--- src/rtl/fir_cfg_pkg.sv ---
// fir_cfg_pkg: shared constants, state enum and preset kernels
// for the FIR coefficient sequencer (presets used under FIR_PRESET_EN).
package fir_cfg_pkg;

    localparam int NUM_TAPS     = 25;
    localparam int COEFF_W      = 16;
    localparam int ADDR_STRIDE  = 4;
    localparam int IDENTITY_IDX = 12;
    localparam int UNITY        = 256;
    localparam int KDIM         = 5;

    localparam int BOX_COEFF    = 10;
    localparam int SHARP_CENTRE = 2304;
    localparam int SHARP_RING   = -256;

    typedef enum logic [1:0] {
        ST_IDLE   = 2'd0,
        ST_ARMED  = 2'd1,
        ST_SEND   = 2'd2,
        ST_FINISH = 2'd3
    } seq_state_t;

    // 1-4-6-4-1 binomial row; its outer product sums to 256
    function automatic int gauss_w(input int k);
        int w;
        w = 4;
        if (k == 0 || k == 4) w = 1;
        else if (k == 2) w = 6;
        return w;
    endfunction

    function automatic logic signed [COEFF_W-1:0] preset_coeff(
        input logic [1:0] sel,
        input int         i
    );
        int r;
        int c;
        int v;
        r = i / KDIM;
        c = i % KDIM;
        v = 0;
        unique case (sel)
            2'd0: v = (i == IDENTITY_IDX) ? UNITY : 0;
            2'd1: v = BOX_COEFF;
            2'd2: begin
                if (r == 2 && c == 2)
                    v = SHARP_CENTRE;
                else if (r >= 1 && r <= 3 && c >= 1 && c <= 3)
                    v = SHARP_RING;
            end
            default: v = gauss_w(r) * gauss_w(c);
        endcase
        return COEFF_W'(v);
    endfunction

endpackage

--- src/rtl/fir_coeff_presets.sv ---
// fir_coeff_presets: combinational preset kernel ROM,
// instantiated by the sequencer only when FIR_PRESET_EN is defined.
module fir_coeff_presets
    import fir_cfg_pkg::*;
(
    input  logic [1:0]                         sel,
    output logic [NUM_TAPS-1:0][COEFF_W-1:0]   coeffs
);

    // expand the selected kernel into all taps
    always_comb begin
        for (int i = 0; i < NUM_TAPS; i++) begin
            coeffs[i] = preset_coeff(sel, i);
        end
    end

endmodule

--- src/rtl/fir_coeff_sequencer.sv ---
// fir_coeff_sequencer: shadow kernel store, vsync-aligned upload over
// split addr/data valid-ready channels. FIR_PRESET_EN adds preset loads.
module fir_coeff_sequencer
    import fir_cfg_pkg::seq_state_t,
           fir_cfg_pkg::ST_IDLE,
           fir_cfg_pkg::ST_ARMED,
           fir_cfg_pkg::ST_SEND,
           fir_cfg_pkg::ST_FINISH,
           fir_cfg_pkg::IDENTITY_IDX,
           fir_cfg_pkg::UNITY;
#(
    parameter int COEFF_W     = fir_cfg_pkg::COEFF_W,
    parameter int NUM_TAPS    = fir_cfg_pkg::NUM_TAPS,
    parameter int ADDR_STRIDE = fir_cfg_pkg::ADDR_STRIDE
) (
    input  logic               clk,
    input  logic               rst,
    input  logic               cfg_wr,
    input  logic [4:0]         cfg_idx,
    input  logic [COEFF_W-1:0] cfg_coeff,
    input  logic               cfg_commit,
    input  logic               cfg_abort,
    input  logic               err_clr,
`ifdef FIR_PRESET_EN
    input  logic               cfg_preset_load,
    input  logic [1:0]         cfg_preset_sel,
`endif
    input  logic               vs_i,
    output logic [31:0]        filter_addr,
    output logic               filter_addr_valid,
    input  logic               filter_addr_ready,
    output logic [31:0]        filter_data,
    output logic               filter_data_valid,
    input  logic               filter_data_ready,
    output logic               busy,
    output logic               done,
    output logic               err
);

    typedef logic signed [COEFF_W-1:0] coeff_t;

    localparam logic [4:0] LAST_IDX = 5'(NUM_TAPS - 1);

    coeff_t      shadow [NUM_TAPS];
    seq_state_t  state;
    seq_state_t  state_d;
    logic [4:0]  idx;
    logic [4:0]  idx_d;
    logic [4:0]  nxt;
    logic        av;
    logic        av_d;
    logic        dv;
    logic        dv_d;
    logic [31:0] addr_q;
    logic [31:0] addr_d;
    logic [31:0] data_q;
    logic [31:0] data_d;
    logic        err_q;
    logic        err_d;
    logic        vs_q;
    logic        vs_rise;
    logic        in_idle;
    logic        idx_ok;
    logic        a_hs;
    logic        d_hs;
    logic        preset_hit;
    logic        wr_ok;
    logic        err_set;

`ifdef FIR_PRESET_EN
    logic [NUM_TAPS-1:0][COEFF_W-1:0] preset_k;

    fir_coeff_presets u_presets (
        .sel    (cfg_preset_sel),
        .coeffs (preset_k)
    );

    assign preset_hit = cfg_preset_load;
`else
    assign preset_hit = 1'b0;
`endif

    function automatic logic [31:0] sext(input coeff_t c);
        return {{(32-COEFF_W){c[COEFF_W-1]}}, c};
    endfunction

    function automatic logic [31:0] addr_of(input logic [4:0] i);
        return 32'(i) * 32'(ADDR_STRIDE);
    endfunction

    assign in_idle = (state == ST_IDLE);
    assign idx_ok  = int'(cfg_idx) < NUM_TAPS;
    assign vs_rise = vs_i & ~vs_q;
    assign a_hs    = av & filter_addr_ready;
    assign d_hs    = dv & filter_data_ready;
    assign nxt     = idx + 5'd1;
    assign wr_ok   = in_idle & cfg_wr & idx_ok & ~preset_hit;
    assign err_set = (cfg_wr & (~in_idle | ~idx_ok))
                   | (cfg_commit & ~in_idle)
                   | (preset_hit & ~in_idle);

    // host-side shadow kernel; preset load beats a same-cycle write
    always_ff @(posedge clk or negedge rst) begin
        if (!rst) begin
            for (int i = 0; i < NUM_TAPS; i++) begin
                shadow[i] <= (i == IDENTITY_IDX) ? COEFF_W'(UNITY) : '0;
            end
`ifdef FIR_PRESET_EN
        end else if (preset_hit && in_idle) begin
            for (int i = 0; i < NUM_TAPS; i++) begin
                shadow[i] <= preset_k[i];
            end
`endif
        end else if (wr_ok) begin
            shadow[cfg_idx] <= cfg_coeff;
        end
    end

    // state, channel trackers, payload and sticky status registers
    always_ff @(posedge clk or negedge rst) begin
        if (!rst) begin
            state  <= ST_IDLE;
            idx    <= '0;
            av     <= 1'b0;
            dv     <= 1'b0;
            addr_q <= '0;
            data_q <= '0;
            err_q  <= 1'b0;
            vs_q   <= 1'b0;
        end else begin
            state  <= state_d;
            idx    <= idx_d;
            av     <= av_d;
            dv     <= dv_d;
            addr_q <= addr_d;
            data_q <= data_d;
            err_q  <= err_d;
            vs_q   <= vs_i;
        end
    end

    // next state; a channel whose valid is low has finished the entry
    always_comb begin
        state_d = state;
        idx_d   = idx;
        av_d    = av;
        dv_d    = dv;
        addr_d  = addr_q;
        data_d  = data_q;
        unique case (state)
            ST_IDLE: begin
                if (cfg_commit) state_d = ST_ARMED;
            end
            ST_ARMED: begin
                if (cfg_abort) begin
                    state_d = ST_IDLE;
                end else if (vs_rise) begin
                    state_d = ST_SEND;
                    idx_d   = '0;
                    av_d    = 1'b1;
                    dv_d    = 1'b1;
                    addr_d  = addr_of(5'd0);
                    data_d  = sext(shadow[0]);
                end
            end
            ST_SEND: begin
                av_d = av & ~a_hs;
                dv_d = dv & ~d_hs;
                if (!av_d && !dv_d) begin
                    if (idx == LAST_IDX) begin
                        state_d = ST_FINISH;
                    end else begin
                        idx_d  = nxt;
                        av_d   = 1'b1;
                        dv_d   = 1'b1;
                        addr_d = addr_of(nxt);
                        data_d = sext(shadow[nxt]);
                    end
                end
            end
            ST_FINISH: begin
                state_d = ST_IDLE;
                idx_d   = '0;
            end
            default: state_d = ST_IDLE;
        endcase
    end

    // sticky error: a set event beats a same-cycle clear
    always_comb begin
        err_d = err_q;
        if (err_set)      err_d = 1'b1;
        else if (err_clr) err_d = 1'b0;
    end

    assign filter_addr       = addr_q;
    assign filter_addr_valid = av;
    assign filter_data       = data_q;
    assign filter_data_valid = dv;
    assign busy              = (state != ST_IDLE);
    assign done              = (state == ST_FINISH);
    assign err               = err_q;

endmodule

--- config.mk ---
export PLATFORM = sky130hd
export DESIGN_NAME = fir_coeff_sequencer
export DESIGN_NICKNAME = d
export VERILOG_FILES = /design/src/rtl/fir_cfg_pkg.sv /design/src/rtl/fir_coeff_presets.sv /design/src/rtl/fir_coeff_sequencer.sv
export SDC_FILE = /design/constraint.sdc
export NUM_CORES = 1
export LEC_CHECK = 0
export ABC_AREA = 1
export CAP_MARGIN = 25
export CORE_MARGIN = 2
export CORE_UTILIZATION = 30
export DETAILED_ROUTE_END_ITERATION = 7
export MAX_ROUTING_LAYER = met4
export PLACE_DENSITY = 0.46
export SYNTH_ARGS = -nofsm -noshare
export SYNTH_HDL_FRONTEND = slang
export SYNTH_SLANG_ARGS = --single-unit
--- constraint.sdc ---
create_clock -name clk -period 3.2 [get_ports clk]
set_clock_uncertainty 0.05 [all_clocks]
set_input_delay 0.64 -clock clk [delete_from_list [all_inputs] [get_ports clk]]
set_output_delay 0.64 -clock clk [all_outputs]
set_load 0.01 [all_outputs]
==> results of run 1 <==
[metrics by stage]
step	power, uW	cells	worst slack, ns	area [sq um]
floorplan	11900	2765	0.672	20800
global placement	14000	3555	0.433	22400
CTS	20100	3650	0.559	24200
global route	21300	3650	0.469	24200
detailed placement	14100	3555	0.397	22400
finish	19900	3650	0.645	24200
[kinds of logic (layout without fill, tap and decap cells)]
kind of cell / after synthesis / after routing
xor+xnor: 5 / 5
fa+ha+maj: 2 / 2
other cells: 1 / 27
flops: 432 / 432
compound gates: 467 / 467
simple gates: 1382 / 1382
buf+inv: 450 / 453
[final cells by class]
type	count	area (sq um)	share of cell area
Tap cell	882	1100	0.0457
Inverter	212	802	0.0332
Clock inverter	8	108	0.00446
Clock buffer	87	1610	0.0668
Timing Repair Buffer	146	1540	0.0638
Multi-Input combinational cell	1883	8170	0.338
Sequential cell	432	10800	0.448
[cell usage after synthesis, drive strengths merged]
library cell,number
a21boi,6
a21oi,12
a31oi,1
buf,81
clkbuf,157
clkinv,2
conb,1
dfrtp,431
dfstp,1
ha,2
inv,210
nand2,1019
nand3,239
nand4,11
nor2,95
nor3,6
nor4,2
o2111ai,1
o21ai,447
or2,10
xnor2,1
xor2,4
[registers in the layout, summed over array words and instances, names as in the netlist, named ones only]
register,cells
err,1
filter_addr,5
filter_addr_valid,1
filter_data,16
filter_data_valid,1
idx,5
shadow,400
state,1
vs_q,1
[how the worst max path moves through the flow]
| stage | to | slack [ns] | cells past startpoint |
|---|---|---|---|
| after global routing | filter_data[30]$_DFFE_PN0P_ | 0.47 | 10 |
| after detailed placement | shadow[190]$_DFFE_PN0P_ | 0.40 | 10 |
| after CTS | filter_data[29] | 0.56 | 1 |
| after floorplan | filter_data[6]$_DFFE_PN0P_ | 0.67 | 15 |
| final | filter_data[29] | 0.64 | 1 |
| after global placement | shadow[127]$_DFFE_PN0P_ | 0.43 | 10 |
[routing by layer]
layer | track usage | wire length, um | vias up
met3 | 0.0268 | 2700 | 79
met5 | - | 0 | -
met2 | 0.289 | 29200 | 372
met1 | 0.261 | 31300 | 8386
met4 | 0.0428 | 1150 | 0
li1 | - | - | 8548
[power by group through the flow]
stage          logic [uW]  registers [uW]  clock network, uW
2_1_floorplan        4230            7650                  0
3_3_place_gp         6170            7810                  0
3_5_place_dp         6230            7860                  0
4_1_cts              6250            7770               6070
5_1_grt              7060            7960               6310
6_report             6180            7790               5920
==> flow_summary.ini, run 1 <==
[pwr]
ir_drop_mv = 0.515
switching_power_uw = 7150
seqPwrFrac = 0.392
netSwitchingFraction = 0.359
pwr-share-comb = 0.311
p_int_uw = 12700
p_leak_uw = 0.0116
clockPowerShare = 0.298
power_per_cell_area_nw_per_um2 = 823

[placement]
port_buffers = 71
place.gp.congestion = 0.892
dpl.hpwl_um = 38600

[cells_and_area]
drive_above_1_share = 0.0647
syn2layout_area_growth_pct = 16.6
final_cell_mix = nand2_1 (1018), o21ai_0 (440), dfrtp_1 (430)
n_fill_cell = 7157
fin_nets = 2758
antenna_cells = 0
final_common_cell = nand2_1
final_util = 0.353

[detailed_routing]
routed_wl_um = 64400
routed_via_density = 4.76
dr.pass1.iters = 8
antenna_left = 0
remaining_drc_errors = 0
wire_per_inst_um = 17.6
dr.first_iter.drc_count = 1427
vias = 17400

[floorplan]
die_height_um = 267
io-pin-count = 99
dieArea_sq_um = 71200
floorplan.initialDensity = 0.303
rows = 96
die_w_um = 267
coreArea_sq_um = 68500

[global_routing]
antenna_found_initial = 1
grt_pass1_wl_um = 100000
grt_overflow = 0
grt_start_max_net_pins = 135
grt_pass1_vias = 16300
track_usage = 0.187

[synthesis]
ys_ff_latch = 432
synth_xor_area_frac = 0.00211
yosys.area_share.simple = 0.269
ys_seq_area_frac = 0.522
yosysUniqueCellTypes = 31
synth_area_leaders = dfrtp_1 (52%), nand2_1 (18%), o21ai_0 (11%), nand3_1 (5.8%), inv_1 (3.8%)
synth_warnings = 0
synthMuxAreaShare = 0
synth_compound_area_frac = 0.114
synth_top_area_frac = 0.521
synth_top_cell_by_area = dfrtp_1
synth_top_family_by_area = simple AND/OR/NAND/NOR gates
avgSynthCellArea_sq_um = 7.56
netlist_instances = 2739
syn_area_sq_um = 20700
synthAdderAreaFrac = 0.00121

[worst_setup_path]
end_kind = output pin
critical_path_required_ns = 2.51
worstSetupPathType = reg2out
startpoint = filter_data[30]$_DFFE_PN0P_
path_buf_inv = 1
worstPathArrival_ns = 1.87
max_stage_delay_ns = 0.64
critPathMaxFanout = 18
r2r_start = idx[0]$_DFFE_PN0P_
slowest_stage = clkdlybuf4s50_1
r2r_slack_ns = 0.65
r2r-end = filter_data[0]$_DFFE_PN0P_
critPathTopFamily = buffers and inverters
path_cells = clkdlybuf4s50_1
reg2regPathDepth = 11
startpoint_type = flip-flop

[timing]
worst_slew_margin_rel = 0.446
hold_viol = 10
rsz0062_at_grt = false
setup_violations = 0
post-route-period-util = 0.798
slew_violations = 0
hold_slack_ns = -0.0116
fmax_mhz = 391
finalSetupTns_ns = 0
final.min_clock_period_ns = 2.56
worst_slew_pin_slew_ns = 0.830

[clock_tree]
clk_pin_slew_ns = 0.06
clock-sinks = 432
postCtsResizedCells = 0
insertion_delay_ns = 0.59
cts_tree = built
hold_buffers = 0
cts_inserted_buffers = 51
clk_path_buf_depth = 3
htree_levels = 2
root_buffer = clkbuf_16
cts_setup_buffers = 0

[hold_path]
holdCritPathClass = in2async

[outcome]
violations = hold timing
outcome = finished with violations

[flow_run]
cap_violations = 0
Note: power is estimated with default switching activity, not from simulation.
==> run 2: changes to the inputs <==
--- a/config.mk
+++ b/config.mk
@@ -11,7 +11,7 @@
 export CORE_UTILIZATION = 30
 export DETAILED_ROUTE_END_ITERATION = 7
 export MAX_ROUTING_LAYER = met4
-export PLACE_DENSITY = 0.46
+export PLACE_DENSITY = 0.48
 export SYNTH_ARGS = -nofsm -noshare
 export SYNTH_HDL_FRONTEND = slang
 export SYNTH_SLANG_ARGS = --single-unit
==> constraint.sdc (replaced) <==
create_clock -name clk -period 2.13 [get_ports clk]
set_clock_uncertainty 0.05 [all_clocks]
set_input_delay 0.426 -clock clk [delete_from_list [all_inputs] [get_ports clk]]
set_output_delay 0.426 -clock clk [all_outputs]
set_load 0.01 [all_outputs]
==> flow_summary.ini, run 2 (synthesis gave the netlist of run 1 again) <==
[timing]
post-route-period-util = 1.03
hold_viol = 0
setup_slack_ns = -0.0633
final.min_clock_period_ns = 2.19
rsz0062_at_grt = true
slew_violations = 0
finalSetupTns_ns = -0.225
fmax_mhz = 456
setup_violations = 7
worst_slew_pin_slew_ns = 0.516
worst_slew_margin_rel = 0.656
hold_slack_ns = 0.285

[clock_tree]
clk_path_buf_depth = 3
insertion_delay_ns = 0.61
cts_tree = built
clk_pin_slew_ns = 0.06
htree_levels = 2
cts_inserted_buffers = 50
root_buffer = clkbuf_16
clock-sinks = 432

[detailed_routing]
dr.first_iter.drc_count = 2004
remaining_drc_errors = 0
wirelength_met1_um = 34100
routed_wl_um = 71300
wl_met2_um = 32000
dr.pass1.iters = 7
antenna_left = 0
routed_via_density = 4.90
topRoutingLayerUsed = met4
dr_wl_met3_um = 3790
wire_per_inst_um = 19.0
vias = 18400

[worst_setup_path]
critPathTopFamily = buffers and inverters
r2r_start = idx[0]$_DFFE_PN0P_
reg2regPathDepth = 13
startpoint_type = flip-flop
r2r-end = filter_data[8]$_DFFE_PN0P_
max_stage_delay_ns = 0.47
slowest_stage = dfrtp_4
worstSetupEndpoint = filter_data[8]$_DFFE_PN0P_
cp.depth = 13
worstPathArrival_ns = 2.63
worstSetupPathType = reg2reg
critical_path_required_ns = 2.56
r2r_slack_ns = -0.06
critPathMaxFanout = 8
path_cells = inv_6 -> ha_4 -> clkinv_8 -> buf_16 -> buf_6 -> nand2_1 -> nand3_1 -> nand3_4 -> nand2_2 -> nand2_2 -> nand3_2 -> nand2_1 -> inv_1
path_buf_inv = 5
startpoint = idx[0]$_DFFE_PN0P_
end_kind = flip-flop

[hold_path]
holdCritPathClass = in2async

[outcome]
violations = setup timing
outcome = finished with violations

[global_routing]
grt_pass1_vias = 17500
track_usage = 0.206
grt_overflow = 0
antenna_found_initial = 3
grt_pass1_wl_um = 108000
grt_start_max_net_pins = 66

[floorplan]
rows = 96
dieArea_sq_um = 71200
coreArea_sq_um = 68500
io-pin-count = 99
die_w_um = 267
die_height_um = 267
floorplan.initialDensity = 0.303

[cells_and_area]
regMostFlops = shadow
largest_reg_flops = 400
final_util = 0.385
final_cell_mix = nand2_1 (979), o21ai_0 (439), dfrtp_1 (428)
final_common_cell = nand2_1
antenna_cells = 0
fin_nets = 2867
syn2layout_area_growth_pct = 27.2
drive_above_1_share = 0.143

[pwr]
p_leak_uw = 0.0126
ir_drop_mv = 0.580
power_per_cell_area_nw_per_um2 = 1210
total_power_uw = 31800

[placement]
post-place-ws_ns = -0.277
place.gp.congestion = 0.870
port_buffers = 71
dpl.hpwl_um = 43300

[flow_run]
cap_violations = 0
==> run 2: layer usage <==
layer | up-vias | GRT usage
met5 | - | -
li1 | 8786 | -
met3 | 92 | 0.0301
met4 | 0 | 0.0515
met2 | 538 | 0.311
met1 | 8969 | 0.289
==> run 2: area by class of cell <==
cell class | count | area, sq um
tap | 882 | 1100
clock inverter | 14 | 171
multi-input combinational | 1883 | 8830
fill | 6991 | 42100
timing repair buffer | 256 | 3150
inverter | 212 | 813
clock buffer | 72 | 1460
sequential | 432 | 10800
==> run 2: timing repair <==
item	4_1_cts	5_1_grt
pin swaps	8	40
endpoints found under the setup margin	34	225
resized for setup	62	151
hold endpoints to repair	32	0
hold buffers	1	0
setup buffers	8	8
gates cloned	4	6
==> run 2: metrics by stage <==
stage                     cell area (sq um)  instances
after detailed placement              23500       3638
after floorplan                       20900       2765
after global placement                23500       3637
after CTS                             25500       3737
after global routing                  26300       3751
final                                 26300       3751
==> run 2: how the worst min path moves through the flow <==
| stage | slack, ns | cells after the start | from | to |
|---|---|---|---|---|
| after floorplan | 0.08 | 0 | rst | asynchronous set/reset pin |
| after global placement | 0.34 | 1 | rst | shadow[81]$_DFFE_PN0P_ |
| after detailed placement | 0.34 | 1 | rst | shadow[81]$_DFFE_PN0P_ |
| after CTS | 0.29 | 2 | rst | shadow[81]$_DFFE_PN0P_ |
| after global routing | 0.32 | 2 | rst | shadow[81]$_DFFE_PN0P_ |
| final | 0.29 | 2 | rst | shadow[81]$_DFFE_PN0P_ |
==> run 2: worst reg2reg max path, delay by kind of cell, from the launching register on <==
kind	cells	cell delay, ns
AND/OR/NAND/NOR	7	0.59
adder cells (fa/ha/maj)	1	0.38
flip-flops	1	0.47
buffers and inverters	5	0.59
==> run 2: where the power goes <==
part           switching (uW)  leakage [uW]  internal (uW)  total (uW)
logic                    6880       0.00606           4530       11400
clock network            3590      0.000805           5080        8670
registers                1300       0.00576          10400       11700
